$ cat src/rtl/reg_dump_ctrl.sv
// reg_dump_ctrl: streams the eight words of a 2-read-port register file (R0..R7) out over a
// valid/ready interface, one register pair per fetch. An optional checksum word (the sum
// of the eight words, modulo 2^W_width) follows R7.
//
// Ports
//   CLK           system clock, rising edge
//   RST           synchronous active-high reset
//   start_i       single-cycle dump request, honoured only when idle
//   srcRegA_o     register file read select A (even register of the current pair)
//   srcRegB_o     register file read select B (odd register of the current pair)
//   busA_i        register file read data A (combinational)
//   busB_i        register file read data B (combinational)
//   dout_o        streamed word
//   dout_valid_o  dout_o holds a valid word
//   dout_ready_i  downstream accepts the word
//   dout_last_o   final word of the dump
//   busy_o        dump in progress
//   done_o        one-cycle pulse when a dump completes
module reg_dump_ctrl #(
    parameter int unsigned W_width     = 32,
    parameter bit          CHECKSUM_EN = 1'b1
) (
    input  logic               CLK,
    input  logic               RST,
    input  logic               start_i,
    output logic [2:0]         srcRegA_o,
    output logic [2:0]         srcRegB_o,
    input  logic [W_width-1:0] busA_i,
    input  logic [W_width-1:0] busB_i,
    output logic [W_width-1:0] dout_o,
    output logic               dout_valid_o,
    input  logic               dout_ready_i,
    output logic               dout_last_o,
    output logic               busy_o,
    output logic               done_o
);

    typedef enum logic [2:0] {
        StIdle,
        StFetch,
        StSendA,
        StSendB,
        StSendSum,
        StDone
    } state_e;

    state_e               state_q, state_d;
    logic [2:0]           ptr_q, ptr_d;
    logic [W_width-1:0]   bufa_q, bufa_d;
    logic [W_width-1:0]   bufb_q, bufb_d;
    logic [W_width-1:0]   sum_q, sum_d;
    logic [W_width-1:0]   dout_q, dout_d;
    logic                 valid_q, valid_d;
    logic                 last_q, last_d;
    logic                 busy_q, busy_d;
    logic                 done_q, done_d;
    logic                 handshake;

    // valid is a flop, so the handshake never creates a ready->valid combinational path.
    assign handshake = valid_q & dout_ready_i;

    always_comb begin
        state_d = state_q;
        ptr_d   = ptr_q;
        bufa_d  = bufa_q;
        bufb_d  = bufb_q;
        sum_d   = sum_q;

        case (state_q)
            StIdle: begin
                if (start_i) begin
                    state_d = StFetch;
                    ptr_d   = 3'd0;
                    sum_d   = '0;
                end
            end
            StFetch: begin
                bufa_d  = busA_i;
                bufb_d  = busB_i;
                sum_d   = sum_q + busA_i + busB_i;
                state_d = StSendA;
            end
            StSendA: begin
                if (handshake) begin
                    state_d = StSendB;
                end
            end
            StSendB: begin
                if (handshake) begin
                    if (ptr_q != 3'd6) begin
                        ptr_d   = ptr_q + 3'd2;
                        state_d = StFetch;
                    end else begin
                        state_d = CHECKSUM_EN ? StSendSum : StDone;
                    end
                end
            end
            StSendSum: begin
                if (handshake) begin
                    state_d = StDone;
                end
            end
            StDone: begin
                // Park the pointer so the idle selects read R0/R1.
                state_d = StIdle;
                ptr_d   = 3'd0;
            end
            default: begin
                state_d = StIdle;
                ptr_d   = 3'd0;
            end
        endcase
    end

    // Outputs are decoded from the next state so they come straight from flops.
    always_comb begin
        dout_d  = '0;
        valid_d = 1'b0;
        last_d  = 1'b0;

        case (state_d)
            StSendA: begin
                dout_d  = bufa_d;
                valid_d = 1'b1;
            end
            StSendB: begin
                dout_d  = bufb_d;
                valid_d = 1'b1;
                last_d  = !CHECKSUM_EN && (ptr_d == 3'd6);
            end
            StSendSum: begin
                dout_d  = sum_d;
                valid_d = 1'b1;
                last_d  = 1'b1;
            end
            default: begin
                dout_d  = '0;
                valid_d = 1'b0;
                last_d  = 1'b0;
            end
        endcase

        busy_d = (state_d != StIdle);
        done_d = (state_d == StDone);
    end

    always_ff @(posedge CLK) begin
        if (RST) begin
            state_q <= StIdle;
            ptr_q   <= 3'd0;
            bufa_q  <= '0;
            bufb_q  <= '0;
            sum_q   <= '0;
            dout_q  <= '0;
            valid_q <= 1'b0;
            last_q  <= 1'b0;
            busy_q  <= 1'b0;
            done_q  <= 1'b0;
        end else begin
            state_q <= state_d;
            ptr_q   <= ptr_d;
            bufa_q  <= bufa_d;
            bufb_q  <= bufb_d;
            sum_q   <= sum_d;
            dout_q  <= dout_d;
            valid_q <= valid_d;
            last_q  <= last_d;
            busy_q  <= busy_d;
            done_q  <= done_d;
        end
    end

    assign srcRegA_o    = ptr_q;
    assign srcRegB_o    = ptr_q + 3'd1;
    assign dout_o       = dout_q;
    assign dout_valid_o = valid_q;
    assign dout_last_o  = last_q;
    assign busy_o       = busy_q;
    assign done_o       = done_q;

endmodule
$ cat config.mk
export PLATFORM = sky130hd
export DESIGN_NAME = reg_dump_ctrl
export DESIGN_NICKNAME = d
export VERILOG_FILES = /design/src/rtl/reg_dump_ctrl.sv
export SDC_FILE = /design/constraint.sdc
export NUM_CORES = 1
export LEC_CHECK = 0
export ABC_AREA = 1
export ABC_CLOCK_PERIOD_IN_PS = 4600
export CAP_MARGIN = 10
export CORE_ASPECT_RATIO = 1.4
export CORE_MARGIN = 2
export CORE_UTILIZATION = 55
export CTS_CLUSTER_DIAMETER = 120
export DETAILED_ROUTE_END_ITERATION = 10
export GPL_TIMING_DRIVEN = 1
export PLACE_DENSITY = 0.89
export SLEW_MARGIN = 30
export SYNTH_ARGS = -nofsm -noshare
export SYNTH_HDL_FRONTEND = slang
export SYNTH_SLANG_ARGS = --single-unit
$ cat constraint.sdc
create_clock -name CLK -period 4.6 [get_ports CLK]
set_input_delay 0.92 -clock CLK [delete_from_list [all_inputs] [get_ports CLK]]
set_output_delay 0.92 -clock CLK [all_outputs]
set_load 0.03 [all_outputs]
==> flow_summary.json, run 1 <==
{
  "min_to": "bufb_q[17]",
  "cts_sinks": 137,
  "synthSimpleGateAreaFrac": 0.264,
  "required_ps": 4890,
  "ys_seq_elements": 137,
  "clkTransAtPathRegs_ps": 60,
  "syn_area_per_cell_sq_um": 7.13,
  "netlist_area_sq_mm": 0.00831,
  "cts-resized-gates": 0,
  "dp_hpwl_mm": 16.5,
  "cpMostUsedCell": "nand2_1",
  "arrival_ps": 4000,
  "power_density_mw_per_mm2": 409,
  "status": "complete, no violations",
  "antenna_left": 0,
  "drv_slew": 0,
  "critPathSlowestCell": "fa_1",
  "rsz0062_at_grt": "false",
  "grt_antenna_before_repair": 0,
  "r2r_end": "dout_o[15]",
  "yosys-top-cells-count": "nand2_1, inv_1, dfxtp_1, nor2_1, a21oi_1",
  "critPathBufInv": 1,
  "grt.total_usage": 0.296,
  "yosysMostFrequentCell": "nand2_1",
  "drt_iter0_drc": 404,
  "drc_errors": 0,
  "ys_warn_count": 0,
  "syn2layout_area_growth_pct": 21.0,
  "first_pass_iters": 5,
  "critPathMaxStageDelay_ps": 500,
  "vdd_ir_drop_max_v": 0.000300,
  "io_pins": 110,
  "filler_cell_count": 1279,
  "synthFlopType": "dfxtp_1",
  "finalSetupTns_ps": 0,
  "die_h_microns": 149,
  "portBuffers": 107,
  "regToRegSetupSlack_ps": 1550,
  "synth_xor_area_frac": 0.00316,
  "cts_buffers": 17,
  "synthCells": 1165,
  "start_util": 0.557,
  "synthAdderAreaFrac": 0.124,
  "vias_per_cell": 5.25,
  "finClkSkew_ps": 12.2,
  "crit_path_start_kind": "primary input",
  "r2r_cells": 12,
  "ys_seq_area_frac": 0.330,
  "routed-via-count": 7668,
  "yosysTopAreaCellShare": 0.330,
  "synth.area.top_cells": "dfxtp_1, nand2_1, inv_1",
  "grt_remaining_overflow": 0,
  "coreArea_sq_mm": 0.0149,
  "p_leak_nw": 4.97,
  "postCtsHoldBufs": 0,
  "rr_startpoint": "sum_q[1]",
  "path_max_fanout": 5,
  "finalNetCount": 1386,
  "insertion_delay_ps": 440,
  "grt_max_degree": 85,
  "endpoint_kind": "register",
  "min-delay-start": "bufb_q[17]",
  "ys_types": 41,
  "tritoncts": "done",
  "synth_nets": 1296,
  "path_class": "in2reg",
  "wl_mm": 22.9,
  "synth_edf_count": 0,
  "min_period_ps": 3710,
  "grt_pass1_vias": 7824,
  "grt_pass1_wl_mm": 36.8,
  "path_delay_family": "adder cells",
  "h-tree-depth": 4,
  "die_w_microns": 108,
  "setup_viol": 0,
  "synth_top_family_by_area": "simple AND/OR/NAND/NOR gates",
  "min_path_type": "reg2reg",
  "synth_compound_area_frac": 0.0923,
  "cap_violations": 0,
  "antenna_cells": 0,
  "yosys.area.top_type": "dfxtp_1",
  "crit_chain": "clkdlybuf4s50_1, fa_1, ha_1, fa_1, nand2_1, nand3_1, nand2_1, nand2_1, or2_2, nand3_1, o21ai_1, a21oi_1, nor2_1",
  "num_rows": 53,
  "finalHoldViolations": 0,
  "synth_mux_area_frac": 0.0735,
  "fin_util": 0.674,
  "die_area_sq_mm": 0.0161,
  "tightest_slew_ps": 880,
  "async_reset_ff_frac": 0,
  "cts_buffer_depth": 2,
  "postCtsSetupRepairBufs": 0,
  "wl_per_cell_microns": 15.7,
  "drive_gt1_frac": 0.0568,
  "slew_headroom": 0.413,
  "hold-path-cell-count": 2,
  "fmax_mhz": 270,
  "root_buffer": "clkbuf_16",
  "period_share": 0.807,
  "place_congestion": 0.939
}
## worst min-delay path: stages (launching register included)
cell     delay (ps)
dfxtp_1         310
mux2i_1          70
nor2_1           80
## per-stage QoR
| step | power [W] | instances | setup WS (ps) | hold WS [ps] | cell area (sq um) |
|---|---|---|---|---|---|
| CTS | 0.00411 | 1460 | 946 | 487 | 10100 |
| global route | 0.00433 | 1460 | 731 | 512 | 10100 |
| finish | 0.00411 | 1460 | 890 | 484 | 10100 |
| floorplan | 0.00226 | 1165 | 1530 | 453 | 8310 |
| global placement | 0.00261 | 1428 | 560 | 463 | 9430 |
| detailed placement | 0.00264 | 1428 | 537 | 473 | 9430 |
## flip-flops by register name (all words and copies together) (netlist names)
name / count
bufa_q: 32
bufb_q: 32
dout_o: 32
sum_q: 32
state_q: 3
srcRegA_o: 2
busy_o: 1
done_o: 1
dout_last_o: 1
dout_valid_o: 1
## worst max-delay path by stage
| stage | to | slack, ps | startpoint | cells after the start |
|---|---|---|---|---|
| after global routing | dout_o[15] | 730 | busA_i[1] | 13 |
| after global placement | dout_o[15] | 560 | busA_i[1] | 13 |
| after floorplan | dout_o[15] | 1530 | busA_i[1] | 12 |
| final | dout_o[15] | 890 | busA_i[1] | 13 |
| after CTS | dout_o[15] | 950 | busA_i[1] | 13 |
| after detailed placement | dout_o[15] | 540 | busA_i[1] | 13 |
## cell type report
class | count | area, sq um | area share
sequential | 137 | 2740 | 0.273
multi-input combinational | 797 | 4640 | 0.461
clock inverter | 13 | 181 | 0.0180
clock buffer | 19 | 443 | 0.0441
inverter | 192 | 721 | 0.0717
tap | 192 | 240 | 0.0239
timing repair buffer | 110 | 1090 | 0.109
## layout by cell type, fill, tap and decap left out, drive strengths merged, types with 4 or more instances in the layout
cell type      Yosys  final
or2               33     33
nand3             44     44
clkbuf            16     19
clkdlybuf4s50      0    106
buf               23      4
nand2            290    290
inv              192    197
nor3               9      9
ha                31     31
o22ai              7      7
mux2i             61     61
o21ai             59     59
clkinv             0      4
a31oi              7      7
dfxtp            137    137
a21oi             65     65
and2               4      4
nand4              4      4
fa                32     32
nor2             139    139
## power by group
| group | total (W) | internal (W) | switching (W) |
|---|---|---|---|
| clock network | 0.00146 | 0.000882 | 0.000581 |
| logic | 0.00133 | 0.000463 | 0.000866 |
| registers | 0.00132 | 0.00128 | 0.0000405 |
## cells by family (layout without fill, tap and decap cells)
kind of cell | count (synthesis) | after routing
flops | 137 | 137
mux | 61 | 61
other cells | 2 | 2
xor+xnor | 3 | 3
simple gates | 525 | 525
compound gates | 143 | 143
fa+ha+maj | 63 | 63
buf+inv | 231 | 334
## per-layer routing
metal | part of all wire | wire, microns | vias up | GRT usage
li1 | - | - | 3806 | -
met1 | 0.38 | 8610 | 3557 | 0.310
met2 | 0.54 | 12500 | 231 | 0.551
met3 | 0.037 | 847 | 74 | 0.0544
met4 | 0.043 | 992 | 0 | 0.157
met5 | 0 | 0 | - | 0
No activity file was read; power rests on OpenSTA's default activity.
==> run 2: changes to the inputs <==
ABC_CLOCK_PERIOD_IN_PS = 3500   (was 4600)
clock period = 3.5 ns   (was 4.6 ns; I/O delays follow)
==> run 2 against run 1 <==
  * Count of clock-buffer cells in the layout did not move
  * Non-clock buffer count rose by 33
  * Utilization rose by 1.7 points
==> flow_summary.json, run 2 (synthesized netlist as in run 1, its figures left out) <==
{
  "status": "complete, no violations",
  "switchingPower_w": 0.00194,
  "crit_chain": "clkdlybuf4s50_1, fa_1, ha_1, fa_1, nand3_1, nand3_1, nand3_1, nand3_1, nand2_1, nand2_1, nand2_1, nand3_1, nand2_1, nand2_1, a21oi_1",
  "cts_sinks": 137,
  "drc_errors": 0,
  "syn2layout_area_growth_pct": 24.0,
  "switching_share": 0.354,
  "fmax_mhz": 311,
  "required_ps": 3850,
  "postCtsHoldBufs": 0,
  "root_buffer": "clkbuf_16",
  "vdd_ir_drop_max_v": 0.000475,
  "insertion_delay_ps": 430,
  "arrival_ps": 3570,
  "path_max_fanout": 5,
  "final_cell_mix": "nand2_1, inv_1, dfxtp_1",
  "antenna_left": 0,
  "antenna_cells": 0,
  "power_frac_seq": 0.316,
  "tightest_slew_ps": 722,
  "postCtsSetupRepairBufs": 0,
  "p_comb_frac": 0.341,
  "cap_violations": 0,
  "drv_slew": 0,
  "portBuffers": 107,
  "critPathSlowestCell": "clkdlybuf4s50_1",
  "final_common_cell": "nand2_1",
  "routed-via-count": 7746,
  "grt_antenna_before_repair": 0,
  "drive_gt1_frac": 0.0807,
  "endpoint_kind": "register",
  "finClkSkew_ps": 11.1,
  "finalNetCount": 1419,
  "setup_viol": 0,
  "total_power_w": 0.00547,
  "p_clk_frac": 0.343,
  "path_class": "in2reg",
  "min_period_ps": 3220,
  "wl_per_cell_microns": 15.2,
  "critPathBufInv": 1,
  "crit_path_start_kind": "primary input",
  "coreArea_sq_mm": 0.0149,
  "start_util": 0.557,
  "slew_headroom": 0.517,
  "grt.total_usage": 0.297,
  "cts_buffer_depth": 2,
  "period_share": 0.919,
  "h-tree-depth": 4,
  "min_path_type": "reg2reg",
  "num_rows": 53,
  "die_w_microns": 108,
  "die_area_sq_mm": 0.0161,
  "io_pins": 110,
  "clkTransAtPathRegs_ps": 60,
  "post-place-ws_ps": -71.4,
  "cts-resized-gates": 0,
  "place_congestion": 0.924,
  "grt_pass1_wl_mm": 37.2,
  "vias_per_cell": 5.19,
  "grt_remaining_overflow": 0,
  "drt_iter0_drc": 394,
  "path_delay_family": "adder cells",
  "critPathMaxStageDelay_ps": 520,
  "grt_max_degree": 69,
  "dp_hpwl_mm": 16.3,
  "first_pass_iters": 6,
  "tritoncts": "done",
  "die_h_microns": 149,
  "power_density_mw_per_mm2": 531,
  "wl_mm": 22.6,
  "finalHoldViolations": 0,
  "rsz0062_at_grt": "false",
  "intPower_w": 0.00353,
  "cts_buffers": 17,
  "layout_setup_ws_ps": 285,
  "p_leak_nw": 5.12,
  "grt_pass1_vias": 7941
}
-- run 2: cell types whose count changed in the layout (fill, tap and decap cells not counted), sizes merged --
| cell | change |
|---|---|
| clkinv | -1 |
| buf | +33 |
| inv | -2 |
| clkinvlp | +3 |
-- run 2: layout make-up --
class | instances | area (sq um)
multi-input combinational | 797 | 4640
fill | 1209 | 4620
sequential | 137 | 2740
timing repair buffer | 143 | 1350
inverter | 192 | 721
clock buffer | 19 | 443
tap | 192 | 240
clock inverter | 13 | 168
-- run 2: per-layer routing --
metal,vias up,share of wire,global-route usage
li1,3876,-,-
met1,3549,0.38,0.309
met2,234,0.52,0.539
met3,87,0.040,0.0553
met4,0,0.059,0.188
met5,-,0,0
-- run 2: power by group through the flow --
stage / combinational [W] / sequential, W / clock, W
3_3_place_gp: 0.00178 / 0.00175 / 0
4_1_cts: 0.00185 / 0.00173 / 0.00189
5_1_grt: 0.00208 / 0.00174 / 0.00196
6_report: 0.00186 / 0.00173 / 0.00188
2_1_floorplan: 0.00118 / 0.00179 / 0
3_5_place_dp: 0.00182 / 0.00176 / 0
-- run 2: tightest hold or removal path: cells and delay by family (launching register included) --
family / cells / cell delay [ps]
DFF: 1 / 310
muxes: 1 / 70
and+or+nand+nor: 1 / 80
-- run 2: worst paths after layout --
path | startpoint | end | slack, ps | cells past startpoint
max | busB_i[1] | dout_o[29] | 280 | 15
min | bufb_q[17] | bufb_q[17] | 490 | 2
max reg2reg | sum_q[1] | dout_o[29] | 730 | 14
min reg2reg | bufb_q[17] | bufb_q[17] | 490 | 2
-- run 2: metrics by stage --
step / hold WS [ps] / TNS (ps) / cell area (sq um) / util / cells
final: 490 / 0 / 10300 / 0.690 / 1493
after global routing: 518 / 0 / 10300 / 0.690 / 1493
after CTS: 493 / 0 / 10300 / 0.690 / 1493
after detailed placement: 478 / -251 / 9690 / 0.649 / 1461
after global placement: 463 / -12.1 / 9690 / 0.649 / 1461
after floorplan: 453 / 0 / 8310 / - / 1165
==> run 3: changes to the inputs <==
CORE_UTILIZATION = 56   (was 55)
PLACE_DENSITY = 0.9   (was 0.89)
RECOVER_POWER = 50   (was default)
==> run 3 against run 2 <==
  * Critical path depth shrank 2
  * Fmax grew 1.4%
  * Hold slack lost 10 ps
  * Clock power shrank 13%
  * Global-route usage shrank 0.71 points
  * First-iteration DRC count shrank 2.5%
  * Non-clock buffer count shrank 13
  * Total power shrank 5.6%
  * Via count shrank 0.30%
  * Sequential power is essentially flat
  * Highest routed layer unchanged
==> flow_summary.json, run 3 (synthesized netlist as in run 1, its figures left out) <==
{
  "num_rows": 52,
  "arrival_ps": 3460,
  "drc_errors": 0,
  "finClkSkew_ps": 16.1,
  "cap_violations": 0,
  "postCtsSetupRepairBufs": 0,
  "grt_antenna_before_repair": 0,
  "syn2layout_area_growth_pct": 21.6,
  "rsz0062_at_grt": "false",
  "holdWs_ps": 480,
  "setup_viol": 0,
  "grt_busiest_layer": "met2",
  "antenna_cells": 0,
  "endpoint_kind": "register",
  "routed-via-count": 7723,
  "path_max_fanout": 5,
  "grt_max_degree": 70,
  "grt_pass1_wl_mm": 36.3,
  "grt_remaining_overflow": 0,
  "finalNetCount": 1406,
  "crit_path_start_kind": "primary input",
  "fmax_mhz": 315,
  "critPathBufInv": 1,
  "die_w_microns": 107,
  "start_util": 0.573,
  "path_delay_family": "adder cells",
  "fin_area_sq_mm": 0.0101,
  "io_pins": 110,
  "clkTransAtPathRegs_ps": 60,
  "cts-resized-gates": 0,
  "antenna_left": 0,
  "period_share": 0.906,
  "use_met3": 0.0465,
  "use_met1": 0.310,
  "h-tree-depth": 4,
  "power_density_mw_per_mm2": 511,
  "required_ps": 3790,
  "root_buffer": "clkbuf_16",
  "min_period_ps": 3170,
  "place_congestion": 0.981,
  "min_path_type": "reg2reg",
  "finalSetupTns_ps": 0,
  "cts_buffers": 17,
  "grt.total_usage": 0.290,
  "cpMostUsedCell": "nand2_1",
  "finalHoldViolations": 0,
  "drt_iter0_drc": 384,
  "vdd_ir_drop_max_v": 0.000382,
  "first_pass_iters": 7,
  "cts_buffer_depth": 2,
  "final_cell_mix": "nand2_1, inv_1, nor2_1, dfxtp_1, clkdlybuf4s50_1",
  "vias_per_cell": 5.23,
  "die_area_sq_mm": 0.0158,
  "regToRegSetupSlack_ps": 620,
  "path_class": "in2reg",
  "drv_slew": 0,
  "status": "complete, no violations",
  "crit_chain": "clkdlybuf4s50_1, fa_1, ha_1, fa_1, nand2_1, nand3_1, nand2_1, nand2_1, or2_2, nand3_1, o21ai_1, a21oi_1, nor2_1",
  "slew_headroom": 0.260,
  "wl_mm": 22.1,
  "wl_per_cell_microns": 15.0,
  "tritoncts": "done",
  "final_common_cell": "nand2_1",
  "portBuffers": 107,
  "p_leak_nw": 5.07,
  "insertion_delay_ps": 430,
  "postCtsHoldBufs": 0,
  "place_area_sq_mm": 0.00959,
  "critPathMaxStageDelay_ps": 490,
  "tightest_slew_ps": 1110,
  "cts_sinks": 137,
  "drive_gt1_frac": 0.0637,
  "grt_pass1_vias": 7781,
  "die_h_microns": 148,
  "critPathSlowestCell": "fa_1",
  "dp_hpwl_mm": 16.2,
  "coreArea_sq_mm": 0.0145,
  "fin_util": 0.696,
  "globalRouteMet2Util": 0.542
}
run 3: cell count changes in the layout (fill, tap and decap cells not counted), moves of 3 or more:
cell	previous run	this run
buf_4	36	21
clkdlybuf4s50_1	106	91
dlygate4sd3_1	0	15
bufinv_16	3	0
inv_1	177	180
inv_2	15	12
run 3: cell type report:
type	instances	area, sq um
fill	1154	4410
clock inverter	10	71.3
inverter	192	721
sequential	137	2740
multi-input combinational	797	4610
timing repair buffer	130	1250
tap	189	236
clock buffer	21	470
run 3: worst paths after layout:
check,from,endpoint,cells past startpoint
worst min register to register,bufb_q[23],bufb_q[23],2
worst max register to register,state_q[0],dout_o[25],9
worst min-delay path,bufb_q[23],bufb_q[23],2
worst max-delay path,busA_i[1],dout_o[15],13
run 3: worst register-to-register path, cell delays in order, from the launching register on:
cell	delay [ps]
dfxtp_1	320
inv_1	110
nor2_1	90
nand2_1	520
clkbuf_2	950
mux2i_1	250
or2_1	270
o21ai_1	80
inv_1	60
a21oi_1	140
run 3: power breakdown:
part	leakage [nW]	switching, W	internal, W
Clock	0.257	0.000683	0.000955
Sequential	1.11	0.0000524	0.00168
Combinational	3.70	0.00113	0.000668
run 3: per-layer routing:
layer  vias up  share of wire
met5         -              0
met4         0          0.044
met3        68          0.039
met2       222           0.53
met1      3585           0.38
li1       3848              -
run 3: metrics by stage:
stage	std cells	power [W]	worst slack, ps
final	1476	0.00516	330
after global routing	1476	0.00547	48.8
after CTS	1476	0.00517	367
after detailed placement	1445	0.00352	-76.5
after global placement	1445	0.00348	27.8
after floorplan	1165	0.00297	649
